File: src/rtl/mips_mem_pkg.sv
// rtl/mips_mem_pkg.sv - shared types and defaults for the data-memory store buffer
package mips_mem_pkg;

    localparam int DEF_WIDTH = 32;
    localparam int DEF_DEPTH = 4;

    typedef enum logic [1:0] {
        IDLE  = 2'd0,
        FLUSH = 2'd1,
        DONE  = 2'd2
    } sb_state_e;

    typedef struct packed {
        logic                 valid;
        logic [DEF_WIDTH-1:0] addr;
        logic [DEF_WIDTH-1:0] data;
    } sb_entry_t;

endpackage

File: src/rtl/sb_match.sv
// rtl/sb_match.sv - address CAM over the store-buffer entries, one-hot hit plus index
module sb_match #(
    parameter  int WIDTH = 32,
    parameter  int DEPTH = 4,
    localparam int IW    = $clog2(DEPTH)
) (
    input  logic [WIDTH-1:0]            addr,
    input  logic [DEPTH-1:0]            valid,
    input  logic [DEPTH-1:0][WIDTH-1:0] entry_addr,
    output logic [DEPTH-1:0]            hit_vec,
    output logic [IW-1:0]               hit_idx
);

    // Coalescing keeps addresses unique, so at most one bit of hit_vec is set.
    always_comb begin
        hit_vec = '0;
        hit_idx = '0;
        for (int i = 0; i < DEPTH; i++) begin
            hit_vec[i] = valid[i] && (entry_addr[i] == addr);
            if (hit_vec[i]) begin
                hit_idx = IW'(i);
            end
        end
    end

endmodule

File: src/rtl/dmem_store_buffer.sv
// rtl/dmem_store_buffer.sv - coalescing posted-write buffer with load forwarding and flush
module dmem_store_buffer
    import mips_mem_pkg::*;
#(
    parameter int WIDTH    = DEF_WIDTH,
    parameter int DEPTH    = DEF_DEPTH,
    parameter int DRAIN_TH = 2
) (
    input  logic             CLK,
    input  logic             RST,
    input  logic             core_we,
    input  logic             core_re,
    input  logic [WIDTH-1:0] core_addr,
    input  logic [WIDTH-1:0] core_wd,
    output logic [WIDTH-1:0] core_rd,
    output logic             core_stall,
    input  logic             flush_req,
    output logic             flush_done,
    output logic             mem_we,
    output logic [WIDTH-1:0] mem_a,
    output logic [WIDTH-1:0] mem_wd,
    input  logic [WIDTH-1:0] mem_rd
);

    localparam int IW = $clog2(DEPTH);
    localparam int CW = IW + 1;

    logic [DEPTH-1:0]            valid_q;
    logic [DEPTH-1:0][WIDTH-1:0] addr_q;
    logic [DEPTH-1:0][WIDTH-1:0] data_q;
    logic [IW-1:0]               head_q;
    logic [IW-1:0]               tail_q;
    logic [CW-1:0]               count_q;
    logic [CW-1:0]               count_d;
    sb_state_e                   state_q;
    sb_state_e                   state_d;

    logic             in_flush;
    logic             st_we;
    logic             ld_re;
    logic [DEPTH-1:0] hit_vec;
    logic [IW-1:0]    hit_idx;
    logic             hit;
    logic             empty;
    logic             full;
    logic             store_hit;
    logic             store_miss;
    logic             drain;
    logic             head_fresh;

    sb_match #(
        .WIDTH (WIDTH),
        .DEPTH (DEPTH)
    ) u_match (
        .addr       (core_addr),
        .valid      (valid_q),
        .entry_addr (addr_q),
        .hit_vec    (hit_vec),
        .hit_idx    (hit_idx)
    );

    // Core requests are dropped while the flush owns the buffer.
    assign in_flush   = (state_q == FLUSH);
    assign st_we      = core_we && !in_flush;
    assign ld_re      = core_re && !in_flush;
    assign hit        = |hit_vec;
    assign empty      = (count_q == '0);
    assign full       = (count_q == CW'(DEPTH));
    assign store_hit  = st_we && hit;
    assign store_miss = st_we && !hit;
    assign head_fresh = store_hit && (hit_idx == head_q);

    // A load always owns the memory port; otherwise drain when any pressure exists.
    assign drain = !ld_re && !empty &&
                   ((count_q >= CW'(DRAIN_TH)) || !st_we || in_flush || (store_miss && full));

    assign count_d = count_q + CW'(store_miss) - CW'(drain);

    always_comb begin
        mem_we  = drain;
        mem_a   = '0;
        mem_wd  = '0;
        core_rd = mem_rd;
        if (ld_re) begin
            mem_a = core_addr;
            if (hit) begin
                core_rd = data_q[hit_idx];
            end
        end else if (drain) begin
            mem_a  = addr_q[head_q];
            mem_wd = head_fresh ? core_wd : data_q[head_q];
        end
    end

    // Enqueue follows retire so a full-buffer miss can reuse the slot just drained.
    always_ff @(posedge CLK or negedge RST) begin
        if (!RST) begin
            valid_q <= '0;
            addr_q  <= '0;
            data_q  <= '0;
            head_q  <= '0;
            tail_q  <= '0;
            count_q <= '0;
        end else begin
            if (drain) begin
                valid_q[head_q] <= 1'b0;
                head_q          <= head_q + IW'(1);
            end
            if (store_hit) begin
                data_q[hit_idx] <= core_wd;
            end
            if (store_miss) begin
                valid_q[tail_q] <= 1'b1;
                addr_q[tail_q]  <= core_addr;
                data_q[tail_q]  <= core_wd;
                tail_q          <= tail_q + IW'(1);
            end
            count_q <= count_d;
        end
    end

    always_ff @(posedge CLK or negedge RST) begin
        if (!RST) begin
            state_q <= IDLE;
        end else begin
            state_q <= state_d;
        end
    end

    always_comb begin
        state_d = state_q;
        case (state_q)
            IDLE: begin
                if (flush_req) begin
                    state_d = empty ? DONE : FLUSH;
                end
            end
            FLUSH: begin
                if (count_d == '0) begin
                    state_d = DONE;
                end
            end
            DONE: begin
                if (!flush_req) begin
                    state_d = IDLE;
                end
            end
            default: state_d = IDLE;
        endcase
    end

    always_comb begin
        core_stall = (state_q == FLUSH);
        flush_done = (state_q == DONE) || ((state_q == IDLE) && empty);
    end

endmodule

File: config.mk
export PLATFORM = sky130hd
export DESIGN_NAME = dmem_store_buffer
export DESIGN_NICKNAME = d
export VERILOG_FILES = /design/src/rtl/mips_mem_pkg.sv /design/src/rtl/sb_match.sv /design/src/rtl/dmem_store_buffer.sv
export SDC_FILE = /design/constraint.sdc
export NUM_CORES = 1
export LEC_CHECK = 0
export BUFFER_PORTS_ARGS = -buffer_cell sky130_fd_sc_hd__buf_2
export CORE_MARGIN = 2
export CORE_UTILIZATION = 35
export CTS_CLUSTER_SIZE = 25
export DETAILED_ROUTE_END_ITERATION = 16
export MAX_ROUTING_LAYER = met4
export SKIP_CTS_REPAIR_TIMING = 1
export SYNTH_ARGS = -nofsm -noshare
export SYNTH_HDL_FRONTEND = slang
export SYNTH_HIERARCHICAL = 1
export SYNTH_SLANG_ARGS = --single-unit
File: constraint.sdc
create_clock -name CLK -period 4.2 [get_ports CLK]
set_input_delay 0.42 -clock CLK [delete_from_list [all_inputs] [get_ports CLK]]
set_output_delay 0.42 -clock CLK [all_outputs]
set_load 0.005 [all_outputs]
## After elaboration in Yosys (flattened, before gate mapping)

Index checks and enable logic that the tools add are counted.

| storage, ports and cells | value |
|---|---|
| output and inout port bits | 99 |
| register bits | 269 |
| memory bits (writable) | 0 |
| memories kept | 0 |
| bits in read-only memories | 0 |
| word-level logic and storage cells | 104 |
| latch bits | 0 |

| cells by class | value |
|---|---|
| reductions and logical operators | 30 |
| order comparisons | 7 |
| mux-type cells | 36 |
| add/sub/neg operators | 4 |
| div/mod/pow operators | 0 |
| multiply operators | 0 |
| shifts and indexed selects | 0 |
| bitwise logic cells | 3 |
| eq/ne operators | 11 |

Operator list:

| cell | number |
|---|---|
| 128-bit bitwise mux | 3 |
| 32-bit 2-to-1 mux | 12 |
| 128-bit 2-to-1 mux | 2 |
| 32-bit binary-select mux with 2-bit select | 3 |
| 32-bit demux with 2-bit select | 2 |
| 32-bit == test | 4 |
| 1-bit logical AND | 16 |
| 2-bit 2-to-1 mux | 6 |
| 2-bit by 3-bit < comparator with 1-bit output (second input constant) | 3 |
| 4-bit 2-to-1 mux | 2 |
| 2-bit by 1-bit greater-or-equal comparator with 1-bit output (second input constant) | 3 |
| 3-bit zero test | 2 |
| 2-bit case mux with 3 select lines | 1 |
| 1-bit zero test | 5 |
| 2-bit by 1-bit adder with 2-bit output (second input constant) | 2 |
| 4-bit AND | 1 |
| 1-bit demux with 2-bit select | 2 |
| 1-bit logical OR | 4 |
| 2-bit inequality test (second input constant) | 2 |
| 4-bit NOT | 1 |
| 4-bit bitwise OR | 1 |
| 4-bit OR reduction | 1 |
| 3-bit by 1-bit adder with 3-bit output | 1 |
| 3-bit == test (second input constant) | 1 |
| 9 further kinds | 11 |

## Depth between registers and ports, before layout

| depth | value |
|---|---|
| depth after elaboration | 13 |
| mapped depth | 19 |
| mapped depth without buffers | 17 |

## Modules after synthesis

The synthesis kept the hierarchy.

Modules (own cells, without submodules):

| module | cells each | instances | area an instance (um2) |
|---|---|---|---|
| dmem_store_buffer | 944 | 1 | 14,031.0 |
| sb_match | 181 | 1 | 1,430.1 |

## Least setup slack after synthesis

No wires, ideal clock.

| path | value |
|---|---|
| kind | in2reg |
| start point | input core_addr[11] |
| end point | register state_q[0] |
| arrival time | 3,954 ps |
| path slack | 126 ps |
| stages on the path | 18 |
| path through | xnor2_1 > nand4_1 > nor4_1 > nand4_1 > nor4_1 > nor4_4 > a31o_2 > o21ai_2 > inv_2 > buf_4 > ha_1 > inv_1 > ha_1 > inv_1 > fa_1 > inv_1 > o31a_1 > a31o_2 |

| on the way | value |
|---|---|
| longest elaborated chain between the ends | 12 |
| elaborated cells on any way between the ends | 19 |

Ends and longest elaborated chain:

| what | line | text |
|---|---|---|
| start, declared | dmem_store_buffer.sv:13 | `input logic [WIDTH-1:0] core_addr,` |
| 32-bit == test | sb_match.sv:19 | `hit_vec[i] = valid[i] && (entry_addr[i] == addr);` |
| 1-bit logical AND | sb_match.sv:19 |  |
| via hit_vec[0] | dmem_store_buffer.sv:41 | `logic [DEPTH-1:0] hit_vec;` |
| 4-bit OR reduction | dmem_store_buffer.sv:66 | `assign hit = \|hit_vec;` |
| 1-bit zero test | dmem_store_buffer.sv:70 | `assign store_miss = st_we && !hit;` |
| 1-bit logical AND | dmem_store_buffer.sv:70 |  |
| 1-bit logical AND | dmem_store_buffer.sv:75 | `((count_q >= CW'(DRAIN_TH)) \|\| !st_we \|\| in_flush \|\| (store_miss && full));` |
| 1-bit logical OR | dmem_store_buffer.sv:75 |  |
| 1-bit logical AND | dmem_store_buffer.sv:74 | `assign drain = !ld_re && !empty &&` |
| via mem_we | dmem_store_buffer.sv:19 | `output logic mem_we,` |
| 3-bit by 1-bit subtractor with 3-bit output | dmem_store_buffer.sv:77 | `assign count_d = count_q + CW'(store_miss) - CW'(drain);` |
| via count_d[1] | dmem_store_buffer.sv:34 | `logic [CW-1:0] count_d;` |
| 3-bit zero test | dmem_store_buffer.sv:139 | `if (count_d == '0) begin` |
| 2-bit by 1-bit inequality test with 1-bit output (no line) | - |  |
| 3-bit AND reduction (no line) | - |  |
| end signal, assigned | dmem_store_buffer.sv:126 | `state_q <= state_d;` |
| end, declared | dmem_store_buffer.sv:35 | `sb_state_e state_q;` |

The timed path passes the listed nets, and every way through them passes these cells.
A chain may end at the register's enable or synchronous reset.

## Worst setup path after layout

| path | value |
|---|---|
| start point | register addr_q[59] (netlist name) |
| end point | output core_rd[11] |

| on the way | value |
|---|---|
| longest elaborated chain between the ends | 9 |
| elaborated cells on any way between the ends | 10 |

Ends and longest elaborated chain:

| what | line | text |
|---|---|---|
| start, declared | dmem_store_buffer.sv:29 | `logic [DEPTH-1:0][WIDTH-1:0] addr_q;` |
| start signal, assigned by index | dmem_store_buffer.sv:114 | `addr_q[tail_q] <= core_addr;` |
| 32-bit == test | sb_match.sv:19 |  |
| 1-bit logical AND | sb_match.sv:19 |  |
| 1-bit 2-to-1 mux | sb_match.sv:20 | `if (hit_vec[i]) begin` |
| 2-bit 2-to-1 mux (2 in a row) | sb_match.sv:20 |  |
| via hit_idx[0] | dmem_store_buffer.sv:42 | `logic [IW-1:0] hit_idx;` |
| 32-bit binary-select mux with 2-bit select | dmem_store_buffer.sv:87 | `core_rd = data_q[hit_idx];` |
| 32-bit 2-to-1 mux (not written as such) | dmem_store_buffer.sv:87 |  |
| 32-bit 2-to-1 mux | dmem_store_buffer.sv:86 | `if (hit) begin` |
| 32-bit 2-to-1 mux | dmem_store_buffer.sv:84 | `if (ld_re) begin` |
| end, declared | dmem_store_buffer.sv:15 | `output logic [WIDTH-1:0] core_rd,` |

The timed path passes the listed nets, and every way through them passes these cells. The select of a mux whose other input is x is not followed.

==> impl_metrics.tcl <==
set metrics [dict create \
    status "finished with violations" \
    leakage_nw 7.948 \
    routed.top_layer "met4" \
    grt_pass1_wl_um 69170 \
    utilization_pct 43.32 \
    power_switching_w 0.005474 \
    hold_depth 3 \
    rsz0062_at_grt "true" \
    pwr-share-clk_pct 18.5 \
    regArea_um2 6739 \
    synth_area_leaders "dfrtp_1, mux2_2, mux4_2" \
    drc 0 \
    grt_pass1_vias 11290 \
    syn_area_um2 15460 \
    postPlaceCellArea_um2 17500 \
    ys_ff_latch 269 \
    reg2reg_from "addr_q[59]" \
    finalClockSkew_ps 28.35 \
    initial_utilization_pct 35.19 \
    drtIter0Drc 694 \
    cts_buffer_depth 3 \
    met2_length_um 22750 \
    arrival_ps 3850 \
    async_flop_share_pct 100.0 \
    grt_max_degree 99 \
    path_class "register to output pin" \
    tightest_slew_ps 786.6 \
    io_buffers 199 \
    fmax_mhz 234.3 \
    routed_wl_um 45120 \
    worstSkewPairLatency_ps 580 \
    dieArea_um2 45870 \
    antenna_found_initial 3 \
    syn_area_per_cell_um2 13.74 \
    dr_total_vias 10690 \
    critical_path.top_delay_family "simple AND/OR/NAND/NOR gates" \
    cts_tree "yes" \
    nNetsFinal 1472 \
    rrSetupSlack_ps 190 \
    ant_nets 0 \
    multiInputGateArea_um2 8443 \
    hold_viol_final 0 \
    fillerInstances 4042 \
    synth_nets 1238 \
    grt_use_total_pct 19.88 \
    violations "negative setup slack" \
    critPathCaptureType "output pin" \
    ir_worst_vdd_v 0.0004380 \
    cts_made_buffers 31 \
    ys.warnings.count 6 \
    finalWeightedCongestion 0.9207 \
    crit_buf_inv 6 \
    dpl.hpwl_um 29230 \
    dr_wl_met3_um 2214 \
    h-tree-depth 1 \
    syn_to_final_growth_pct 23.08 \
    synth_edf_count 0 \
    p_per_area_nw_per_um2 791.7 \
    switching_share_pct 36.34 \
    reg2reg_depth 18 \
    hold_end "state_q[1]" \
    synth_top_area_cell "dfrtp_1" \
    setup_ws_ps -67.82 \
    wl_per_cell_um 22.80 \
    wl_met1_um 19060 \
    post-route-period-util_pct 101.6 \
    combPwrFrac_pct 46.9 \
    ios 200 \
    cts_sinks 269 \
    p_int_w 0.009591 \
    fin_crit_ps 4268 \
    fin_area_um2 19030 \
    core_um2 43930 \
    crit_top_cell "buf_6" \
    dr.pass1.iters 7 \
    cp_slowest_cell "or4_4" \
    seqPwrFrac_pct 34.7 \
    row_count 77 \
    worstReg2RegEnd "state_q[0]" \
    setup_violations 17 \
    crit_chain "xor2_1, nor4_2, buf_4, nand3_1, or4_4, buf_6, o21ai_4, buf_12, buf_6, clkbuf_16, mux4_2, mux2_4, buf_2" \
    yosysSeqAreaShare_pct 43.54 \
    hold_class "primary input to register" \
    yosysUniqueCellTypes 45 \
    cap_viol_max_count 0 \
    slew_violations 0 \
    die_h_um 214.2 \
    netlist_instances 1125 \
    pre_cts_ws_ps -90.19 \
    worstSetupStartpointType "register" \
    vias_per_cell 5.400 \
    grt-ovfl-total 0 \
    yosysTopAreaCellShare_pct 43.54 \
    slew_headroom_pct 47.56 \
    drive_gt1_share_pct 55.27 \
    required_ps 3780 \
    cp_max_fo 8 \
    cts-root-buf "clkbuf_16" \
    synth_commonest_cells "mux2_2, dfrtp_1, mux4_2" \
    min_from "flush_req" \
    die_w_um 214.2 \
    synth_ff_type "dfrtp_1" \
    slowest_delay_ps 550 \
    synth.most_common_cell "mux2_2" \
    clkTransAtPathRegs_ps 60 \
    cp_num_cells 13 \
]
-- power by group through the flow --
stage / Sequential [W] / Clock [W] / Combinational (W)
5_1_grt: 0.00543 / 0.00298 / 0.00760
6_report: 0.00522 / 0.00278 / 0.00706
4_1_cts: 0.00522 / 0.00285 / 0.00684
2_1_floorplan: 0.00472 / 0 / 0.00494
3_3_place_gp: 0.00516 / 0 / 0.00672
3_5_place_dp: 0.00526 / 0 / 0.00679
-- through the flow --
stage	hold slack, ps	power [W]	instances	TNS [ps]
2_1_floorplan	124.4	0.009661	1125	0
3_3_place_gp	473.7	0.01189	1905	-109.0
6_report	113.8	0.01507	1979	-361.2
4_1_cts	-103.3	0.01491	1963	-12960
3_5_place_dp	478.8	0.01206	1905	-171.4
5_1_grt	100.7	0.01602	1979	-6378
-- cells in the final DEF, fill, tap and decap left out, drive strengths merged --
cell type,n
a21oi,37
a22o,32
a2bb2oi,4
a31o,2
a31oi,1
and2,2
and3,2
buf,274
bufinv,3
clkbuf,48
clkinv,9
dfrtp,269
diode,3
dlygate4sd3,1
fa,1
ha,11
inv,21
mux2,290
mux4,96
nand2,10
nand2b,1
nand3,44
nand3b,2
nand4,21
nor2,6
nor3,4
nor3b,1
nor4,19
o21ai,34
o31a,1
o31ai,1
o41ai,1
or3,1
or4,2
xnor2,70
xor2,63
-- metal layers --
layer  vias to the layer above  GRT usage, %
met5                         -             -
met4                         0         5.347
met3                        70         3.574
met2                       297         33.69
met1                      5611         24.51
li1                       4708             -
-- cell families after synthesis --
logic type               share of synthesized area (%)
XOR/XNOR                                         7.534
multiplexers                                     35.30
AO/OA/AOI/OAI                                    4.969
buffers and inverters                            3.318
AND/OR/NAND/NOR                                  4.321
flip-flops                                       43.54
adder cells (fa/ha/maj)                          1.020
-- final cells by class --
type	count	share of cell area, %
multi-input cells	759	44.37
flip-flops and latches	269	35.41
repair buffers	279	10.41
clock buffers	44	4.701
well taps	592	3.892
clock inverters	14	0.8022
inverters	19	0.3748
diodes	3	0.03945
-- worst register-to-register path: cells and delay by family, from the launching register on --
| kind | cells | cell delay [ps] |
|---|---|---|
| AOI/OAI and AO/OA | 4 | 930 |
| buffers and inverters | 6 | 500 |
| and+or+nand+nor | 4 | 1020 |
| DFF | 1 | 400 |
| adders and majority gates | 3 | 880 |
| xor gates and xnor gates | 1 | 160 |
-- sequential cells by signal, summed over array words and instances, names as in the netlist --
register and count:
addr_q 128, count_q 3, data_q 128, head_q 2
state_q 2, tail_q 2, valid_q 4
-- worst max path at each step --
| stage | endpoint | slack, ps | startpoint |
|---|---|---|---|
| 3_3_place_gp | state_q[0] | -70 | core_addr[16] |
| 4_1_cts | mem_wd[12] | -300 | addr_q[48] |
| 5_1_grt | core_rd[18] | -180 | addr_q[33] |
| 6_report | core_rd[11] | -70 | addr_q[59] |
| 2_1_floorplan | state_q[0] | 130 | core_addr[11] |
| 3_5_place_dp | state_q[1] | -90 | core_addr[16] |
Note: power is estimated with default switching activity, not from simulation.
